## config.mk

```make
export PLATFORM = sky130hd
export DESIGN_NAME = par_ser_conv_32
export DESIGN_NICKNAME = d
export VERILOG_FILES = /design/src/rtl/par_ser_conv_32_pkg.sv /design/src/rtl/par_ser_datapath.sv /design/src/rtl/par_ser_conv_32.sv
export SDC_FILE = /design/constraint.sdc
export NUM_CORES = 1
export LEC_CHECK = 0
export ABC_CLOCK_PERIOD_IN_PS = 3200
export BUFFER_PORTS_ARGS = -buffer_cell sky130_fd_sc_hd__buf_2
export CAP_MARGIN = 0
export CELL_PAD_IN_SITES_DETAIL_PLACEMENT = 0
export CELL_PAD_IN_SITES_GLOBAL_PLACEMENT = 2
export CORE_ASPECT_RATIO = 0.8
export CORE_MARGIN = 5
export CORE_UTILIZATION = 35
export DETAILED_ROUTE_END_ITERATION = 12
export HOLD_SLACK_MARGIN = 0.08
export PLACE_DENSITY_LB_ADDON = 0.1
export SLEW_MARGIN = 10
export SYNTH_ARGS = -nofsm -noshare
export SYNTH_HDL_FRONTEND = slang
export SYNTH_SLANG_ARGS = --single-unit
```

## constraint.sdc

```tcl
create_clock -name clk -period 3.2 [get_ports clk]
set_input_delay 0.64 -clock clk [delete_from_list [all_inputs] [get_ports clk]]
set_output_delay 0.64 -clock clk [all_outputs]
set_load 0.005 [all_outputs]
```

## src/rtl/par_ser_conv_32_pkg.sv

```systemverilog
// rtl/par_ser_conv_32_pkg.sv - shared state encodings and default widths for the serial transmitter
package par_ser_conv_32_pkg;

    localparam int DEF_WORD_WIDTH = 32;
    localparam int DEF_CNTR_WIDTH = 5;

    typedef enum logic [1:0] {
        S_IDLE  = 2'd0,
        S_FETCH = 2'd1,
        S_SHIFT = 2'd2
    } state_t;

endpackage

```

## src/rtl/par_ser_datapath.sv

```systemverilog
// rtl/par_ser_datapath.sv - shift register, bit counter and word-position compare flags
module par_ser_datapath
    import par_ser_conv_32_pkg::*;
#(
    parameter int word_width = DEF_WORD_WIDTH,
    parameter int cntr_width = DEF_CNTR_WIDTH
) (
    input  logic                  clk,
    input  logic                  rst,
    input  logic                  load,
    input  logic                  shift,
    input  logic                  clr,
    input  logic [word_width-1:0] data_in,
    output logic                  bit0,
    output logic                  cntr_limit,
    output logic                  pf_point
);

    localparam logic [cntr_width-1:0] LAST_BIT = cntr_width'(word_width - 1);
    localparam logic [cntr_width-1:0] PF_BIT   = cntr_width'(word_width - 2);

    logic [word_width-1:0] sr_q, sr_d;
    logic [cntr_width-1:0] cntr_q, cntr_d;

    always_comb begin
        sr_d   = sr_q;
        cntr_d = cntr_q;
        if (load) begin
            sr_d   = data_in;
            cntr_d = '0;
        end else if (shift) begin
            sr_d   = sr_q >> 1;
            cntr_d = cntr_q + cntr_width'(1);
        end else if (clr) begin
            cntr_d = '0;
        end
    end

    always_ff @(posedge clk) begin
        if (rst) begin
            sr_q   <= '0;
            cntr_q <= '0;
        end else begin
            sr_q   <= sr_d;
            cntr_q <= cntr_d;
        end
    end

    assign bit0       = sr_q[0];
    assign cntr_limit = (cntr_q == LAST_BIT);
    assign pf_point   = (cntr_q == PF_BIT);

endmodule

```

## src/rtl/par_ser_conv_32.sv

```systemverilog
// rtl/par_ser_conv_32.sv - FIFO-draining parallel-to-serial transmitter, LSB first, gapless back-to-back words
module par_ser_conv_32
    import par_ser_conv_32_pkg::*;
#(
    parameter int word_width = DEF_WORD_WIDTH,
    parameter int cntr_width = DEF_CNTR_WIDTH
) (
    input  logic                  clk,
    input  logic                  rst,
    input  logic [word_width-1:0] Data_in,
    input  logic                  empty,
    input  logic                  hold,
    output logic                  read,
    output logic                  Data_out,
    output logic                  En_out,
    output logic                  word_done,
    output logic                  busy
);

    state_t state_q, state_d;
    logic   pf_q, pf_d;
    logic   load, shift, clr;
    logic   sr_bit0, cntr_limit, pf_point;
    logic   can_read;

    // Gating with rst keeps a reset cycle from popping a word that would then be lost.
    assign can_read = !empty && !hold && !rst;

    always_comb begin
        state_d   = state_q;
        pf_d      = pf_q;
        read      = 1'b0;
        Data_out  = 1'b0;
        En_out    = 1'b0;
        word_done = 1'b0;
        busy      = 1'b0;
        load      = 1'b0;
        shift     = 1'b0;
        clr       = 1'b0;
        case (state_q)
            S_IDLE: begin
                pf_d = 1'b0;
                read = can_read;
                if (can_read) state_d = S_FETCH;
            end
            S_FETCH: begin
                busy    = 1'b1;
                load    = 1'b1;
                state_d = S_SHIFT;
            end
            S_SHIFT: begin
                busy     = 1'b1;
                En_out   = 1'b1;
                Data_out = sr_bit0;
                if (pf_point) begin
                    read = can_read;
                    pf_d = can_read;
                end
                if (cntr_limit) begin
                    word_done = 1'b1;
                    pf_d      = 1'b0;
                    if (pf_q) begin
                        load = 1'b1;
                    end else begin
                        clr     = 1'b1;
                        state_d = S_IDLE;
                    end
                end else begin
                    shift = 1'b1;
                end
            end
            default: begin
                pf_d    = 1'b0;
                state_d = S_IDLE;
            end
        endcase
    end

    always_ff @(posedge clk) begin
        if (rst) begin
            state_q <= S_IDLE;
            pf_q    <= 1'b0;
        end else begin
            state_q <= state_d;
            pf_q    <= pf_d;
        end
    end

    par_ser_datapath #(
        .word_width(word_width),
        .cntr_width(cntr_width)
    ) u_datapath (
        .clk       (clk),
        .rst       (rst),
        .load      (load),
        .shift     (shift),
        .clr       (clr),
        .data_in   (Data_in),
        .bit0      (sr_bit0),
        .cntr_limit(cntr_limit),
        .pf_point  (pf_point)
    );

endmodule
```

# --- Word-level counts from Yosys, hierarchy flattened ---
# Index checks and enable logic that the tools add are counted.
# W data, S select, Z words.
classes:
  add_sub_neg: 1
  n_eq_ne: 8
  mux: 26
  n_bitwise: 1
  n_reduce_logical: 12
ops:
  columns: ["operator", "n"]
  rows:
  - ["$mux W32", 2]
  - ["$mux W1", 15]
  - ["$eq A5 B5 Y1 const B", 2]
  - ["$mux W5", 2]
  - ["$mux W2", 3]
  - ["$ne A2 B2 Y1 const B", 3]
  - ["$pmux W1 S2", 3]
  - ["$pmux W2 S3", 1]
  - ["$add A5 B1 Y5 const B", 1]
  - ["$reduce_bool A2 Y1", 2]
  - ["$reduce_or A2 Y1", 2]
  - ["$logic_not A1 Y1", 3]
  - ["$ne A3 B3 Y1 const B", 1]
  - ["$reduce_and A3 Y1", 1]
  - ["$eq A2 B1 Y1 const B", 1]
  - ["$eq A2 B2 Y1 const B", 1]
  - ["$logic_and A1 B1 Y1", 2]
  - ["$logic_not A2 Y1", 1]
  - ["$reduce_and A2 Y1", 1]
  - ["$not A1 Y1", 1]
word_totals:
  ff_bits: 40
  out_inout_bits: 5
  elab_cells: 52

# --- Longest topological paths before layout ---
logic_depth:
  depth_word: 6
  depth_mapped: 9
  mapped_depth_nobuf: 6

# --- Hierarchy ---
# Synthesis repeated with hierarchy kept, for this count alone.
hier_totals:
  hier_cells: 202
  area_unflattened_um2: 2103.3
by_module_without_submodules:
  columns: ["mod", "n_inst", "cells_per_inst", "area_per_inst_um2", "seq_area_each_um2"]
  rows:
  - ["par_ser_datapath", 1, 171, 1815.5, 740.7]
  - ["par_ser_conv_32", 1, 31, 287.8, 60.1]

# --- Worst setup path after synthesis ---
# OpenSTA, ideal clock, no wires.
synth_timing:
  path_kind: "register to register"
  startpoint: "register u_datapath.cntr_q[0]"
  endpoint: "register u_datapath.sr_q[10]"
  setup_time_ns: 0.147
  arrival_time_ns: 1.696
  path_slack_ns: 1.357
  path_stages_with_launch: 9
  path_buffers: 2
  synth_period_minus_slack_ns: 1.843
  cell_sequence: "dfxtp_1 -> ha_1 -> and3_1 -> ha_1 -> buf_4 -> a31o_2 -> nand2_1 -> buf_2 -> a311oi_2"
synth_via:
  elab_chain_len: 4
synth_rtl:
  columns: ["element", "line", "rtl"]
  rows:
  - ["start, declared", "par_ser_datapath.sv:23", "logic [cntr_width-1:0] cntr_q, cntr_d;"]
  - ["start signal, assigned", "par_ser_datapath.sv:45", "cntr_q <= cntr_d;"]
  - ["$eq A5 B5 Y1 (*)", "par_ser_datapath.sv:50", "assign cntr_limit = (cntr_q == LAST_BIT);"]
  - ["$mux W1", "par_ser_conv_32.sv:59", "if (cntr_limit) begin"]
  - ["$pmux W1 S2 / $mux W1 (equally long branches)", "par_ser_conv_32.sv:40", "case (state_q)"]
  - ["$mux W32 / $reduce_bool A2 Y1 (equally long branches)", null, null]
  - ["end signal, assigned", "par_ser_datapath.sv:44", "sr_q <= sr_d;"]
  - ["end, declared", "par_ser_datapath.sv:22", "logic [word_width-1:0] sr_q, sr_d;"]
# Every way passes the cells marked *; elsewhere a longest branch is shown, timed or not.
# A chain may end at the register's enable or synchronous reset.

# --- Worst setup path after layout ---
layout_timing:
  startpoint: "register u_datapath.cntr_q[1]"
  endpoint: "output word_done"
layout_via:
  elab_chain_len: 3
layout_rtl:
  columns: ["element", "line", "rtl"]
  rows:
  - ["$eq A5 B5 Y1", "par_ser_datapath.sv:50", null]
  - ["$mux W1", "par_ser_conv_32.sv:59", null]
  - ["$mux W1", "par_ser_conv_32.sv:40", null]
  - ["end, declared", "par_ser_conv_32.sv:16", "output logic word_done,"]
# Every way passes these cells.

==> flow_results.org <==
** Setup path
- The setup check on the worst reg-to-reg path leaves a slack of 0.89 ns.
- In this run the worst setup path begins at u_datapath.cntr_q[1]$_SDFFE_PP0P_.
- Startpoint of the lowest-slack register-to-register path :: u_datapath.cntr_q[1]$_SDFFE_PP0P_
- Startpoint Class :: flop
- In this design, the critical path's most frequently occurring cell is ha_1.
- Crit path capture :: word_done
- Arrival time of the worst setup path :: 1.68 ns
- The endpoint identified for the worst register-to-register timing path is u_datapath.sr_q[27]$_SDFFE_PP0P_.
- Data required time of the critical path :: 2.56 ns
- The worst setup path is captured at an output pin.
- For this run, the slowest stage of the critical path takes 0.38 ns.
- Among all stages on the critical path, the largest delay is contributed by dfxtp_1.
- By startpoint and endpoint, the worst setup path is classified as reg2out.
- Sequence of cells on the critical path :: ha_1 > and3_1 > ha_1 > and2_1 > buf_2
- Worst-case reg-to-reg path depth :: 7
- Along the worst path, the maximum fanout reaches 10.

** Clock tree
- Maximum count of clock buffers along a single path :: 2
- Clk sinks :: 40
- H-tree level count :: 2
- TritonCTS built the clock tree.
- Post-CTS repair changed the size of 0 cells.
- Setup Fix Bufs, Post-CTS :: 0
- For the worst-skew pair, the clock arrives at the later sink with an insertion delay of 0.29 ns.
- Hold repair after CTS inserted 0 buffers.
- After clock tree synthesis, the clock-pin slew on the worst setup and hold paths is 0.08 ns.
- Cts bufs inserted :: 5
- The root buffer cell chosen for the clock tree is clkbuf_8.

** STA
- Setup violations remaining at the end of the flow were counted as 0.
- The clock arrives with 0.00813 ns of skew.
- Final Critical Period :: 2.32 ns
- The final count of hold timing violations came to 0.
- Unrepaired setup endpoints after global routing :: false
- The worst pin sits at a relative slew slack of 0.583.
- The number of max-slew violations in the final report was 0.
- Setup TNS :: 0 ns
- Worst-Margin Slew :: 0.625 ns
- Setup WS post-layout :: 0.875 ns
- Based on the critical path, the design can be clocked at up to 430 MHz.
- Hold WS :: 0.487 ns
- Post-route fraction of the period consumed by the critical path :: 0.726

** Global route
- Combined global-route utilization of all metal layers :: 0.142
- Global routing finished with a remaining overflow of 0.
- The initial antenna violation count was 0.
- Vias in the first global route :: 1,811
- Entering global routing, the biggest net connects 43 pins.
- The first global-routing pass estimated 8960 microns of wire.

** Cells and area
- Once layout is complete, the utilization of the core stands at 0.414.
- Leaving out fill and tap cells, the most frequent cell in the layout is nand2_1.
- The library cells used most frequently in the layout, excluding fill and tap cells, are nand2_1 (64), buf_2 (40), dfxtp_1 (40).
- Layout overhead on the synthesized area :: 14.9%
- Share of cells above drive strength 1 :: 0.288
- In the final design database the tool counted 317 nets.
- Number of standard cells in the layout, taps in and fillers out :: 355
- The repair_antennas step left the layout with diodes totalling 0.
- Area of all placed cells without fillers :: 0.00243 sq mm

** Placement
- During placement, the flow inserted port buffers numbering 40.
- The HPWL after detailed placement is 3400 microns.
- Cell total after placement :: 348
- At the end of routability-driven placement, the weighted congestion stood at 0.769.
- Area after DPL :: 0.00236 sq mm
- Worst setup timing slack at the placement stage :: 0.911 ns

** Synth
- Fraction of the yosys area taken by sequential cells :: 0.378
- Number of enable-type register cells in the synthesized netlist :: 0
- Predominant post-synthesis flop cell :: dfxtp_1
- Synth Instances :: 243
- For this run, the number of Yosys warnings is 0.
- Share of flip-flops with an asynchronous set or reset :: 0
- Area of the mapped netlist :: 0.00212 sq mm
- The number of nets in the synthesized netlist is 286.
- Averaged over all synthesized cells, the footprint is 8.72 sq um.
- Yosys mapped the design onto 35 distinct sky130hd cell types.
- Post-synthesis register bit count :: 40

** Floorplan
- Area of the die :: 0.00772 sq mm
- Pin placement for this block handled 41 I/O pins.
- Die span in y :: 79.6 microns
- Measured along the x axis, the die boundary spans 97.0 microns.
- For this configuration, the core starts out at a cell density of 0.360.
- The total area inside the core boundary comes to 0.00588 sq mm.
- Site row count :: 25

** Status
- Result of the run :: complete, no violations

** Routing
- In this run, the number of DRC markers left after iteration 0 of detailed routing was 121.
- After detailed routing, the number of remaining DRC violations is 0.
- The routed layout has 1,842 vias.
- The pre-antenna-repair detailed-routing pass consisted of 4 iterations.
- Number of nets still failing antenna checks after routing :: 0
- Dividing the detail-routed wire length by the instance count gives 14.9 microns.
- Vias per cell :: 5.19
- Summed over all layers, the routed wires come to 5290 microns.

** Power and ir drop
- Static leakage :: 0.800 nW
- The completed layout was analyzed and its total power is 1.58 mW.
- Total power density per cell area :: 651 mW/mm^2
- The worst-case IR drop observed on VDD is 171 uV.

** Min path
- The min-delay analysis places its worst path in the category reg2reg.

** Flow run
- Reported max-cap violation count :: 0
-- routing by layer --
layer  routed length [microns]  up-vias  global-route usage  share of wire
met5                         0        -                   0              0
met2                      2220       46               0.218           0.42
met1                      2750      848               0.194           0.52
li1                          -      944                   -              -
met3                       271        4              0.0393          0.051
met4                        49        0              0.0463         0.0093
-- sequential cells by signal, indices dropped and copies added, names as in the netlist --
name and flops:
u_datapath.sr_q 32, pf_q 1, u_datapath.cntr_q 5, state_q 2
-- synthesized netlist by cell type, types with 2 or more instances --
cell,instances,area share
a21oi_1,3,0.0071
a311oi_2,20,0.14
inv_1,3,0.0053
ha_1,7,0.041
nor2_1,4,0.0071
a311oi_1,12,0.050
nor3_1,33,0.078
dfxtp_1,40,0.38
nand3b_1,2,0.0071
and2_1,2,0.0059
a22oi_1,2,0.0071
nand2_1,64,0.11
buf_2,14,0.033
nand3_1,2,0.0047
clkbuf_1,4,0.0071
buf_4,4,0.014
mux2i_1,2,0.0095
o21ai_1,2,0.0047
nand2b_1,7,0.021
-- kinds of logic after synthesis --
logic type | count (synthesis) | share of synthesized area
mux | 2 | 0.00945
flops | 40 | 0.378
buf+inv | 27 | 0.0632
simple gates | 121 | 0.263
fa+ha+maj | 7 | 0.0413
compound gates | 46 | 0.245
-- cell type report --
type	count	area (sq um)
tap	81	101
sequential	40	801
fill	643	3450
clock inverter	1	5.00
timing repair buffer	47	253
inverter	4	15.0
clock buffer	6	72.6
multi-input combinational	176	1190
-- worst max-delay path, delay by kind of cell, from the launching register on --
| family | cells | cell delay (ns) |
|---|---|---|
| flip-flops | 1 | 0.38 |
| adder cells (fa/ha/maj) | 2 | 0.57 |
| AND/OR/NAND/NOR | 2 | 0.34 |
| buffers and inverters | 1 | 0.11 |
-- where the power goes --
| part | switching [mW] | internal (mW) | leakage, nW |
|---|---|---|---|
| registers | 0.0529 | 0.593 | 0.324 |
| logic | 0.398 | 0.216 | 0.435 |
| clock network | 0.176 | 0.149 | 0.0410 |
-- worst min-delay path by stage --
stage                                          start                               end  cells after the start
finish              u_datapath.sr_q[18]$_SDFFE_PP0P_  u_datapath.sr_q[17]$_SDFFE_PP0P_                      2
global route        u_datapath.sr_q[18]$_SDFFE_PP0P_  u_datapath.sr_q[17]$_SDFFE_PP0P_                      2
CTS                 u_datapath.sr_q[18]$_SDFFE_PP0P_  u_datapath.sr_q[17]$_SDFFE_PP0P_                      2
detailed placement  u_datapath.sr_q[21]$_SDFFE_PP0P_  u_datapath.sr_q[20]$_SDFFE_PP0P_                      2
global placement    u_datapath.sr_q[19]$_SDFFE_PP0P_  u_datapath.sr_q[18]$_SDFFE_PP0P_                      2
floorplan           u_datapath.sr_q[25]$_SDFFE_PP0P_  u_datapath.sr_q[24]$_SDFFE_PP0P_                      2
Power figures use the tool's default switching activity.
